### src/rtl/board_win_scanner_if.sv
// Scanner request/result bundle: the requester drives start and board, the scanner returns status and result.
interface board_win_scanner_if #(
    parameter int ROWS = 7,
    parameter int COLS = 7
) ();
    logic                       start;
    logic [2*ROWS*COLS-1:0]     board;
    logic                       busy;
    logic                       done;
    logic [1:0]                 winner;
    logic [5:0]                 win_cell;
    logic [1:0]                 win_dir;
    logic                       draw;

    modport master (output start, board, input busy, done, winner, win_cell, win_dir, draw);
    modport slave  (input start, board, output busy, done, winner, win_cell, win_dir, draw);
endinterface

### src/rtl/board_win_scanner.sv
// Sequential Connect-4 four-in-a-row detector: snapshot on start, one anchor per cycle, four directions each.
// Latency: win at anchor k -> done at edge k+1; no win -> edge N. Start is ignored while busy.
module board_win_scanner #(
    parameter int ROWS = 7,
    parameter int COLS = 7,
    parameter int RUN  = 4
) (
    input  logic              CLOCK_50,
    input  logic              reset,
    board_win_scanner_if.slave bus
);
    localparam int N  = ROWS * COLS;
    localparam int RW = $clog2(ROWS);
    localparam int CW = $clog2(COLS);
    localparam int IW = 6;

    typedef enum logic [1:0] {IDLE, SCAN, DONE} state_t;

    state_t          state_q;
    logic [2*N-1:0]  snap_q;
    logic [IW-1:0]   idx_q;
    logic [RW-1:0]   row_q;
    logic [CW-1:0]   col_q;
    logic            empty_q;
    logic            busy_q;
    logic            done_q;
    logic            draw_q;
    logic [1:0]      winner_q;
    logic [1:0]      win_dir_q;
    logic [5:0]      win_cell_q;

    logic [1:0]      anchor;
    logic [3:0]      inb;
    logic [3:0]      match;
    logic [1:0]      hit_dir;

    function automatic logic [1:0] cell_at(input logic [2*N-1:0] b, input int k);
        cell_at = 2'b00;
        if (k >= 0 && k < N) cell_at = b[2*(N-1-k) +: 2];
    endfunction

    // Linear step between consecutive cells of a run: right, down, down-right, down-left.
    function automatic int dir_off(input int d);
        case (d)
            0:       dir_off = 1;
            1:       dir_off = COLS;
            2:       dir_off = COLS + 1;
            default: dir_off = COLS - 1;
        endcase
    endfunction

    always_comb begin
        anchor = cell_at(snap_q, int'(idx_q));
        inb[0] = int'(col_q) <= COLS - RUN;
        inb[1] = int'(row_q) <= ROWS - RUN;
        inb[2] = inb[0] && inb[1];
        inb[3] = (int'(col_q) >= RUN - 1) && inb[1];
        match  = '0;
        for (int d = 0; d < 4; d++) begin
            match[d] = inb[d] && (anchor == 2'b01 || anchor == 2'b10);
            for (int s = 1; s < RUN; s++) begin
                if (cell_at(snap_q, int'(idx_q) + s * dir_off(d)) != anchor) match[d] = 1'b0;
            end
        end
        hit_dir = 2'd0;
        for (int d = 3; d >= 0; d--) begin
            if (match[d]) hit_dir = 2'(d);
        end
    end

    always_ff @(posedge CLOCK_50 or posedge reset) begin
        if (reset) begin
            state_q    <= IDLE;
            snap_q     <= '0;
            idx_q      <= '0;
            row_q      <= '0;
            col_q      <= '0;
            empty_q    <= 1'b0;
            busy_q     <= 1'b0;
            done_q     <= 1'b0;
            draw_q     <= 1'b0;
            winner_q   <= 2'b00;
            win_dir_q  <= 2'd0;
            win_cell_q <= 6'd0;
        end else begin
            case (state_q)
                IDLE: begin
                    if (bus.start) begin
                        snap_q  <= bus.board;
                        idx_q   <= '0;
                        row_q   <= '0;
                        col_q   <= '0;
                        empty_q <= 1'b0;
                        busy_q  <= 1'b1;
                        state_q <= SCAN;
                    end
                end
                SCAN: begin
                    empty_q <= empty_q | (anchor == 2'b00);
                    if (|match) begin
                        winner_q   <= anchor;
                        win_cell_q <= idx_q;
                        win_dir_q  <= hit_dir;
                        draw_q     <= 1'b0;
                        done_q     <= 1'b1;
                        state_q    <= DONE;
                    end else if (idx_q == IW'(N - 1)) begin
                        winner_q   <= 2'b00;
                        win_cell_q <= 6'd0;
                        win_dir_q  <= 2'd0;
                        // The last cell's emptiness is not yet folded into empty_q.
                        draw_q     <= ~(empty_q | (anchor == 2'b00));
                        done_q     <= 1'b1;
                        state_q    <= DONE;
                    end else begin
                        idx_q <= idx_q + 1'b1;
                        if (col_q == CW'(COLS - 1)) begin
                            col_q <= '0;
                            row_q <= row_q + 1'b1;
                        end else begin
                            col_q <= col_q + 1'b1;
                        end
                    end
                end
                DONE: begin
                    done_q  <= 1'b0;
                    busy_q  <= 1'b0;
                    state_q <= IDLE;
                end
                default: state_q <= IDLE;
            endcase
        end
    end

    assign bus.busy     = busy_q;
    assign bus.done     = done_q;
    assign bus.winner   = winner_q;
    assign bus.win_cell = win_cell_q;
    assign bus.win_dir  = win_dir_q;
    assign bus.draw     = draw_q;
endmodule

### src/flat_wrapper.sv
// flat-port wrapper written by rule: the top's interface ports become plain ports
module board_win_scanner_flat 
#(
    parameter int ROWS = 7,
    parameter int COLS = 7,
    parameter int RUN  = 4
)
  (CLOCK_50, reset, bus_start, bus_board, bus_busy, bus_done, bus_winner, bus_win_cell, bus_win_dir, bus_draw);
  board_win_scanner_if #(.ROWS(ROWS), .COLS(COLS)) bus_i ();
  input  logic CLOCK_50;
  input  logic reset;
  input wire logic [$bits(bus_i.start)-1:0] bus_start;
  input wire logic [$bits(bus_i.board)-1:0] bus_board;
  output wire logic [$bits(bus_i.busy)-1:0] bus_busy;
  output wire logic [$bits(bus_i.done)-1:0] bus_done;
  output wire logic [$bits(bus_i.winner)-1:0] bus_winner;
  output wire logic [$bits(bus_i.win_cell)-1:0] bus_win_cell;
  output wire logic [$bits(bus_i.win_dir)-1:0] bus_win_dir;
  output wire logic [$bits(bus_i.draw)-1:0] bus_draw;
  assign bus_i.start = bus_start;
  assign bus_i.board = bus_board;
  assign bus_busy = bus_i.busy;
  assign bus_done = bus_i.done;
  assign bus_winner = bus_i.winner;
  assign bus_win_cell = bus_i.win_cell;
  assign bus_win_dir = bus_i.win_dir;
  assign bus_draw = bus_i.draw;
  board_win_scanner #(.ROWS(ROWS), .COLS(COLS), .RUN(RUN)) u_core (.CLOCK_50(CLOCK_50), .reset(reset), .bus(bus_i));
endmodule
### config.mk
export PLATFORM = sky130hd
export DESIGN_NAME = board_win_scanner_flat
export DESIGN_NICKNAME = d
export VERILOG_FILES = /design/src/rtl/board_win_scanner_if.sv /design/src/rtl/board_win_scanner.sv /design/src/flat_wrapper.sv
export SDC_FILE = /design/constraint.sdc
export NUM_CORES = 1
export LEC_CHECK = 0
export ABC_AREA = 1
export BUFFER_PORTS_ARGS = -buffer_cell sky130_fd_sc_hd__buf_2
export CAP_MARGIN = 30
export CORE_ASPECT_RATIO = 1.4
export CORE_MARGIN = 2
export CORE_UTILIZATION = 40
export CTS_CLUSTER_SIZE = 28
export DETAILED_ROUTE_END_ITERATION = 16
export GPL_TIMING_DRIVEN = 1
export SLEW_MARGIN = 20
export SYNTH_ARGS = -nofsm -noshare
export SYNTH_HDL_FRONTEND = slang
export SYNTH_SLANG_ARGS = --single-unit
### constraint.sdc
create_clock -name CLOCK_50 -period 7.5 [get_ports CLOCK_50]
set_input_delay 0.375 -clock CLOCK_50 [delete_from_list [all_inputs] [get_ports CLOCK_50]]
set_output_delay 0.375 -clock CLOCK_50 [all_outputs]
set_load 0.02 [all_outputs]
==> results.yml, run 1 <==
status:
  status: "completed"
floorplan:
  die_y_um: 224
  die_w_um: 161
  row_count: 80
  start_util: 0.405
  io_pins: 114
  core_area_sq_um: 34000
  die-area_sq_um: 36000
global_route:
  grt_use_total: 0.374
  overflow: 0
  met3_usage: 0.0537
  grt_pass1_vias: 15785
  grt_max_degree: 115
  grt_pass1_wl_um: 100000
  met1_usage: 0.464
  grt_use_met2: 0.598
  antenna_found_initial: 0
  grt_busiest_layer: "met2"
placed_design:
  place.gp.congestion: 1.04
  port_buffers: 113
  place_hpwl_um: 51200
layout:
  diodes: 0
  layout_common_cells: "1002 x nand2_1, 412 x nand3_1, 171 x o21ai_0, 164 x inv_1, 125 x dfrtp_1"
  layout_commonest_cell: "nand2_1"
  drive_gt1_frac: 0.0962
  area_growth_pct: 9.28
  fin_nets: 2578
worst_setup_path:
  start_kind: "flip-flop"
  worstSetupEndpointType: "flip-flop"
  rrSetupSlack_ns: 1.76
  r2r_start: "u_core.idx_q[0]"
  arrival_ns: 6.08
  crit_fanout: 57
  r2r-end: "u_core.idx_q[3]"
  critPathKind: "reg -> reg"
  cp.required_ns: 7.83
  reg2reg_depth: 21
cts:
  post-cts-setup-buffers: 0
  cts_root_buffer: "clkbuf_16"
  clk_latency_ns: 0.45
  htree_levels: 4
  cts_tree: "done"
  cts_buffer_depth: 2
  clk_pin_slew_ns: 0.06
  clock-sinks: 126
  cts_buffers: 17
min_path:
  worstHoldStart: "bus_board[16]"
  hold_end: "u_core.snap_q[16]"
  hp-class: "in -> reg"
  hold_path_depth: 3
yosys:
  yosys_register_bits: 126
  synth_area_sq_um: 13800
  avgSynthCellArea_sq_um: 5.74
  ys_warn_count: 0
  ys.flop_type: "dfrtp_1"
  synth_seq_area_share: 0.228
  async_flop_share: 1.00
  yosys.cell_types.count: 52
  syn_inst: 2404
  synth_edf_count: 0
  synth_nets: 2540
sta:
  skew_ns: 0.0147
  drv_slew: 0
  final.setup.tns_ns: 0
  hold_viol: 0
  period_share: 0.766
  worst_pin_slew_ns: 1.08
  fmaxAchievable_mhz: 174
  post-route-min-period_ns: 5.74
  max-slew-margin-rel: 0.275
  setup_violations: 0
  rsz0062_at_grt: "false"
route:
  avgViaCountPerCell: 5.78
  first_pass_iters: 9
  dr.first_iter.drc_count: 1930
  vias: 16776
  wl_um: 67200
  wl_per_cell_um: 23.2
  postRouteAntennaNets: 0
  drc_errors: 0
flow_run:
  cap_violations: 0
[metal layers]
metal	part of all wire	wire length (um)	up-vias
met5	0	0	-
met4	0.083	5550	0
met3	0.077	5180	220
met2	0.45	30100	854
met1	0.39	26400	7814
li1	-	-	7888
[sequential cells by signal (all words and copies together), names as in the netlist]
register and flops:
u_core.state_q 2, u_core.col_q 3, u_core.idx_q 6, u_core.bus.done 1, u_core.bus.draw 1, u_core.bus.win_cell 6
u_core.empty_q 1, u_core.row_q 3, u_core.bus.busy 1, u_core.snap_q 98, u_core.bus.winner 2, u_core.bus.win_dir 2
[logic make-up (layout without fill, tap and decap cells)]
family	Yosys count	count (layout)	share of synthesized area
xor+xnor	28	28	0.0221
fa+ha+maj	35	35	0.0317
simple gates	1611	1611	0.498
buf+inv	300	349	0.0990
compound gates	303	303	0.120
flops	126	126	0.228
mux	1	1	0.000725
[cell type report]
cell class | count | area [sq um]
well taps | 451 | 564
flip-flops and latches | 126 | 3160
inverters | 183 | 699
multi-input cells | 1978 | 9290
clock buffers | 17 | 425
clock inverters | 13 | 169
repair buffers | 136 | 781
fillers | 3825 | 19000
[worst max-delay path, cell delays in order, from the launching register on]
cell	delay, ns
dfrtp_4	0.68
inv_4	0.16
ha_2	0.42
inv_2	0.07
buf_4	0.51
nand2_1	0.21
nor2_1	0.15
nand2_1	0.11
nand3_1	0.40
nand2_1	0.61
o21ai_0	0.45
nand3_1	0.13
o21bai_1	0.15
nand3_1	0.15
a21oi_1	0.23
nand3_1	0.12
nand3_2	0.13
nand3_4	0.11
nand2_4	0.31
nand3_2	0.28
nand2_1	0.14
nand2_1	0.07
[cell usage after synthesis (4+ instances only)]
cell | number | area [sq um]
inv_1 | 165 | 619
o21ai_0 | 171 | 856
dfrtp_1 | 126 | 3150
a21oi_1 | 50 | 250
nand3_2 | 9 | 90.1
or2_2 | 4 | 25.0
o22ai_1 | 9 | 56.3
o21ai_1 | 23 | 115
nor3_1 | 12 | 60.1
o21bai_1 | 12 | 90.1
inv_2 | 13 | 48.8
nand2_2 | 15 | 93.8
buf_4 | 16 | 120
nand3_1 | 412 | 2060
buf_6 | 12 | 135
buf_1 | 6 | 22.5
nand2_1 | 1003 | 3760
ha_1 | 35 | 438
clkbuf_1 | 39 | 146
nand3b_1 | 5 | 37.5
xnor2_1 | 8 | 70.1
xor2_1 | 15 | 131
nand2_4 | 5 | 56.3
nand4_1 | 24 | 150
o21ai_2 | 5 | 43.8
a31oi_1 | 7 | 43.8
buf_2 | 40 | 200
o211ai_1 | 14 | 105
and2_1 | 5 | 31.3
nor2_1 | 108 | 405
[how the worst max path moves through the flow]
stage	start	to	slack (ns)	cells after the start
3_3_place_gp	u_core.idx_q[0]	u_core.idx_q[3]	1.88	21
5_1_grt	u_core.idx_q[0]	u_core.idx_q[2]	1.42	21
3_5_place_dp	u_core.idx_q[0]	u_core.idx_q[3]	1.92	21
4_1_cts	u_core.idx_q[0]	u_core.idx_q[3]	1.89	21
2_1_floorplan	u_core.idx_q[2]	u_core.bus.win_cell[2]	3.48	33
6_report	u_core.idx_q[0]	u_core.idx_q[3]	1.76	21
[per-stage QoR]
| stage | worst slack, ns | utilization | cell area, sq um | hold WS [ns] | instances |
|---|---|---|---|---|---|
| 2_1_floorplan | 3.48 | - | 13800 | 0.442 | 2404 |
| 3_3_place_gp | 1.88 | 0.424 | 14400 | 0.454 | 2871 |
| 3_5_place_dp | 1.92 | 0.424 | 14400 | 0.458 | 2871 |
| 4_1_cts | 1.89 | 0.442 | 15000 | 0.101 | 2902 |
| 5_1_grt | 1.42 | 0.443 | 15100 | 0.105 | 2904 |
| 6_report | 1.76 | 0.443 | 15100 | 0.114 | 2904 |
[what timing repair did]
action | in CTS | in global routing
gates resized for setup | 0 | 0
hold buffers | 1 | 0
hold endpoints to repair | 33 | 0
Power of run 1 is left out: the tool's default activity adds up to more than one toggle a clock period on the data nets, which glitch-free logic cannot reach.
==> inputs of run 2 (changes only) <==
==> constraint.sdc (replaced) <==
create_clock -name CLOCK_50 -period 5.3 [get_ports CLOCK_50]
set_input_delay 0.265 -clock CLOCK_50 [delete_from_list [all_inputs] [get_ports CLOCK_50]]
set_output_delay 0.265 -clock CLOCK_50 [all_outputs]
set_load 0.02 [all_outputs]
==> results.yml, run 2 (synthesis results as in run 1) <==
sta:
  post-route-min-period_ns: 4.86
  fmaxAchievable_mhz: 206
  period_share: 0.918
  final.setup.tns_ns: 0
  drv_slew: 0
  skew_ns: 0.0134
  worst_pin_slew_ns: 0.808
  hold_viol: 0
  max-slew-margin-rel: 0.461
  rsz0062_at_grt: "false"
  setup_violations: 0
global_route:
  grt_max_degree: 119
  antenna_found_initial: 0
  grt_pass1_vias: 16122
  grt_pass1_wl_um: 99800
  grt_use_total: 0.372
  overflow: 0
worst_setup_path:
  r2r-end: "u_core.col_q[1]"
  critPathKind: "reg -> reg"
  crit_chain: "inv_4 -> ha_2 -> buf_4 -> nand2_2 -> buf_4 -> nor2_2 -> nand2_1 -> nand3_2 -> nand2_1 -> o21ai_0 -> nand3_1 -> o21bai_1 -> nand3_1 -> nand2_1 -> nand2_1 -> nor2_1 -> nand2_1 -> nand3_2 -> nand3_4 -> nand2_8 -> nand3_2 -> nand2_1 -> nand2_1"
  reg2reg_depth: 23
  crit_fanout: 34
  worstSetupEndpointType: "flip-flop"
  r2r_start: "u_core.idx_q[0]"
  arrival_ns: 5.21
  critical_path.slowest_cell: "dfrtp_4"
  slowest_delay_ns: 0.50
  rrSetupSlack_ns: 0.44
  cp_common_cell: "nand2_1"
  cp.required_ns: 5.64
  start_kind: "flip-flop"
placed_design:
  place.gp.congestion: 1.07
  port_buffers: 113
  place_hpwl_um: 52200
cts:
  clk_latency_ns: 0.45
  clock-sinks: 126
  cts_buffer_depth: 2
  cts_root_buffer: "clkbuf_16"
  cts_tree: "done"
  clk_pin_slew_ns: 0.07
  cts_buffers: 17
  htree_levels: 4
min_path:
  hp-class: "in -> reg"
  hold_end: "u_core.snap_q[88]"
  hold_path_depth: 3
  worstHoldStart: "bus_board[88]"
route:
  vias: 16873
  wl_met2_um: 30400
  postRouteAntennaNets: 0
  wl_um: 66900
  first_pass_iters: 9
  wl_met1_um: 26700
  top_layer: "met4"
  wl_per_cell_um: 22.7
  dr.first_iter.drc_count: 1658
  avgViaCountPerCell: 5.71
  drc_errors: 0
  wl_met3_um: 4110
flow_run:
  cap_violations: 0
layout:
  fin_nets: 2625
  drive_gt1_frac: 0.105
  largest_reg_flops: 98
  top_register: "u_core.snap_q"
  diodes: 0
  area_growth_pct: 11.9
  layout_common_cells: "1002 x nand2_1, 412 x nand3_1, 171 x o21ai_0, 164 x inv_1, 125 x dfrtp_1"
  layout_commonest_cell: "nand2_1"
  final_core_util: 0.454
floorplan:
  row_count: 80
  start_util: 0.405
  core_area_sq_um: 34000
  die-area_sq_um: 36000
  io_pins: 114
  die_y_um: 224
  die_w_um: 161
status:
  status: "completed"
## run 2: cell types whose count changed in the layout (fill, tap and decap cells not counted), sizes merged
cell / delta
inv: +3
buf: +24
bufinv: -3
clkinvlp: +1
clkbuf: +1
dlygate4sd3: +23
## run 2: metal layers
layer	GRT usage	vias up
li1	-	7996
met1	0.459	7872
met2	0.600	807
met3	0.0420	198
met4	0.269	0
met5	0	-
## run 2: worst max-delay path by stage
stage | from | endpoint | slack [ns]
2_1_floorplan | u_core.idx_q[2] | u_core.bus.win_cell[2] | 1.28
3_3_place_gp | u_core.idx_q[4] | u_core.idx_q[2] | 0.32
3_5_place_dp | u_core.idx_q[4] | u_core.col_q[1] | 0.29
4_1_cts | u_core.idx_q[4] | u_core.col_q[0] | 0.28
5_1_grt | u_core.idx_q[0] | u_core.idx_q[0] | 0.04
6_report | u_core.idx_q[0] | u_core.col_q[1] | 0.44
## run 2: repair_timing
| item | in CTS | in global routing |
|---|---|---|
| gates resized for setup | 0 | 3 |
| setup endpoints to repair | 0 | 24 |
| setup buffers | 0 | 0 |
| hold buffers | 24 | 0 |
| endpoints found under the hold margin | 92 | 0 |
## run 2: worst max-delay path: cells and delay by family, from the launching register on
family | cells | cell delay [ns]
simple gates | 17 | 2.70
buf+inv | 3 | 0.60
compound gates | 2 | 0.56
flops | 1 | 0.50
fa+ha+maj | 1 | 0.32
## run 2: final cells by class
type / count / area [sq um]
fill: 3795 / 18600
multi-input combinational: 1978 / 9300
sequential: 126 / 3160
timing repair buffer: 183 / 1180
inverter: 183 / 699
tap: 451 / 564
clock buffer: 18 / 429
clock inverter: 14 / 113
## run 2: per-stage QoR
stage / std cells / setup slack (ns) / hold WS (ns) / cell area [sq um]
floorplan: 2404 / 1.28 / 0.375 / 13800
global placement: 2897 / 0.316 / 0.427 / 14600
detailed placement: 2897 / 0.294 / 0.428 / 14600
CTS: 2953 / 0.282 / 0.000311 / 15400
global route: 2953 / 0.0387 / 0.00516 / 15400
finish: 2953 / 0.435 / 0.00901 / 15400
Power of run 2 is left out for the same reason.
==> inputs of run 3 (changes only) <==
--- a/config.mk
+++ b/config.mk
@@ -11,6 +11,7 @@
 export CORE_ASPECT_RATIO = 1.4
 export CORE_MARGIN = 2
 export CORE_UTILIZATION = 40
+export CTS_BUF_LIST = sky130_fd_sc_hd__clkbuf_8
 export CTS_CLUSTER_SIZE = 28
 export DETAILED_ROUTE_END_ITERATION = 16
 export GPL_TIMING_DRIVEN = 1
==> results.yml, run 3 (synthesis results as in run 1) <==
global_route:
  overflow: 0
  grt_busiest_layer: "met2"
  antenna_found_initial: 1
  grt_use_met2: 0.607
  met1_usage: 0.461
  grt_max_degree: 119
  met3_usage: 0.0389
  grt_use_total: 0.375
  grt_pass1_vias: 16417
  grt_pass1_wl_um: 101000
placed_design:
  place_hpwl_um: 52200
  port_buffers: 113
  place.gp.congestion: 1.07
worst_setup_path:
  startpoint: "u_core.idx_q[0]"
  endpoint: "u_core.col_q[2]"
  slowest_delay_ns: 0.51
  cp_common_cell: "nand2_1"
  start_kind: "flip-flop"
  crit_fanout: 34
  rrSetupSlack_ns: 0.39
  reg2reg_depth: 23
  critPathKind: "reg -> reg"
  crit_chain: "inv_4 -> ha_2 -> buf_4 -> nand2_2 -> buf_4 -> nor2_2 -> nand2_1 -> nand3_2 -> nand2_1 -> o21ai_0 -> nand2_1 -> o21bai_1 -> nand3_1 -> nand2_1 -> nand2_1 -> nor2_1 -> nand2_1 -> nand3_2 -> nand3_4 -> nand2_8 -> nand3_2 -> nand2_1 -> nand2_1"
  critical_path.slowest_cell: "dfrtp_4"
  r2r_start: "u_core.idx_q[0]"
  r2r-end: "u_core.col_q[2]"
  arrival_ns: 5.30
  cp.required_ns: 5.68
  worstSetupEndpointType: "flip-flop"
layout:
  drive_gt1_frac: 0.102
  top_register: "u_core.snap_q"
  layout_common_cells: "1002 x nand2_1, 412 x nand3_1, 171 x o21ai_0, 165 x inv_1, 125 x dfrtp_1"
  area_growth_pct: 15.2
  largest_reg_flops: 98
  layout_commonest_cell: "nand2_1"
  fin_nets: 2690
route:
  drc_errors: 0
  wl_per_cell_um: 22.3
  avgViaCountPerCell: 5.68
  postRouteAntennaNets: 0
  vias: 17147
  first_pass_iters: 6
  dr.first_iter.drc_count: 1739
  wl_um: 67400
floorplan:
  row_count: 80
  io_pins: 114
  core_area_sq_um: 34000
  die-area_sq_um: 36000
  start_util: 0.405
  die_w_um: 161
  die_y_um: 224
sta:
  hold_viol: 0
  final.setup.tns_ns: 0
  skew_ns: 0.0177
  fmaxAchievable_mhz: 204
  drv_slew: 0
  period_share: 0.927
  setup_violations: 0
  worst_pin_slew_ns: 0.807
  rsz0062_at_grt: "false"
  max-slew-margin-rel: 0.461
  post-route-min-period_ns: 4.91
min_path:
  hp-class: "in -> reg"
cts:
  cts_buffer_depth: 2
  post-cts-setup-buffers: 0
  clk_pin_slew_ns: 0.09
  htree_levels: 4
  clock-sinks: 126
  cts_tree: "done"
  clk_latency_ns: 0.49
  cts_buffers: 17
  cts_root_buffer: "clkbuf_8"
flow_run:
  cap_violations: 0
status:
  status: "completed"
run 3: final cells by class:
class                   instances  area, sq um
diodes                          1         2.50
fillers                      3735        18100
multi-input cells            1978         9300
flip-flops and latches        126         3160
inverters                     183          699
well taps                     451          564
clock buffers                  17          234
repair buffers                248         1830
clock inverters                15          116
run 3: worst min path at each step:
| stage | from | slack, ns | to | depth (start not counted) |
|---|---|---|---|---|
| after detailed placement | reset | 0.43 | u_core.snap_q[13] | 2 |
| final | bus_board[34] | 0.02 | u_core.snap_q[34] | 3 |
| after floorplan | bus_board[0] | 0.37 | u_core.snap_q[0] | 2 |
| after global routing | bus_board[34] | 0.02 | u_core.snap_q[34] | 3 |
| after global placement | reset | 0.43 | u_core.snap_q[3] | 2 |
| after CTS | bus_board[43] | 0.004 | u_core.snap_q[43] | 3 |
run 3: routing by layer:
metal,up-vias,wire [um]
li1,8127,-
met1,8002,26700
met2,814,30600
met3,204,4150
met4,0,5920
met5,-,0
run 3: what timing repair did:
| item | 4_1_cts | 5_1_grt |
|---|---|---|
| hold buffers | 89 | 0 |
| resized for setup | 0 | 3 |
| hold endpoints to repair | 157 | 0 |
| endpoints found under the setup margin | 0 | 24 |
run 3: worst max-delay path: cells and delay by family, from the launching register on:
kind                     cells  cell delay [ns]
AO/OA/AOI/OAI                2             0.61
adder cells (fa/ha/maj)      1             0.32
buffers and inverters        3             0.62
flip-flops                   1             0.51
AND/OR/NAND/NOR             17             2.70
run 3: through the flow:
stage	hold slack, ns	instance area [sq um]	util	std cells	worst slack [ns]
2_1_floorplan	0.375	13800	-	2404	1.28
3_3_place_gp	0.427	14600	0.430	2897	0.316
3_5_place_dp	0.428	14600	0.430	2897	0.294
4_1_cts	0.00400	15900	0.467	3018	0.278
5_1_grt	0.0215	15900	0.467	3019	0.0339
6_report	0.0212	15900	0.467	3019	0.388
Power of run 3 is left out for the same reason.
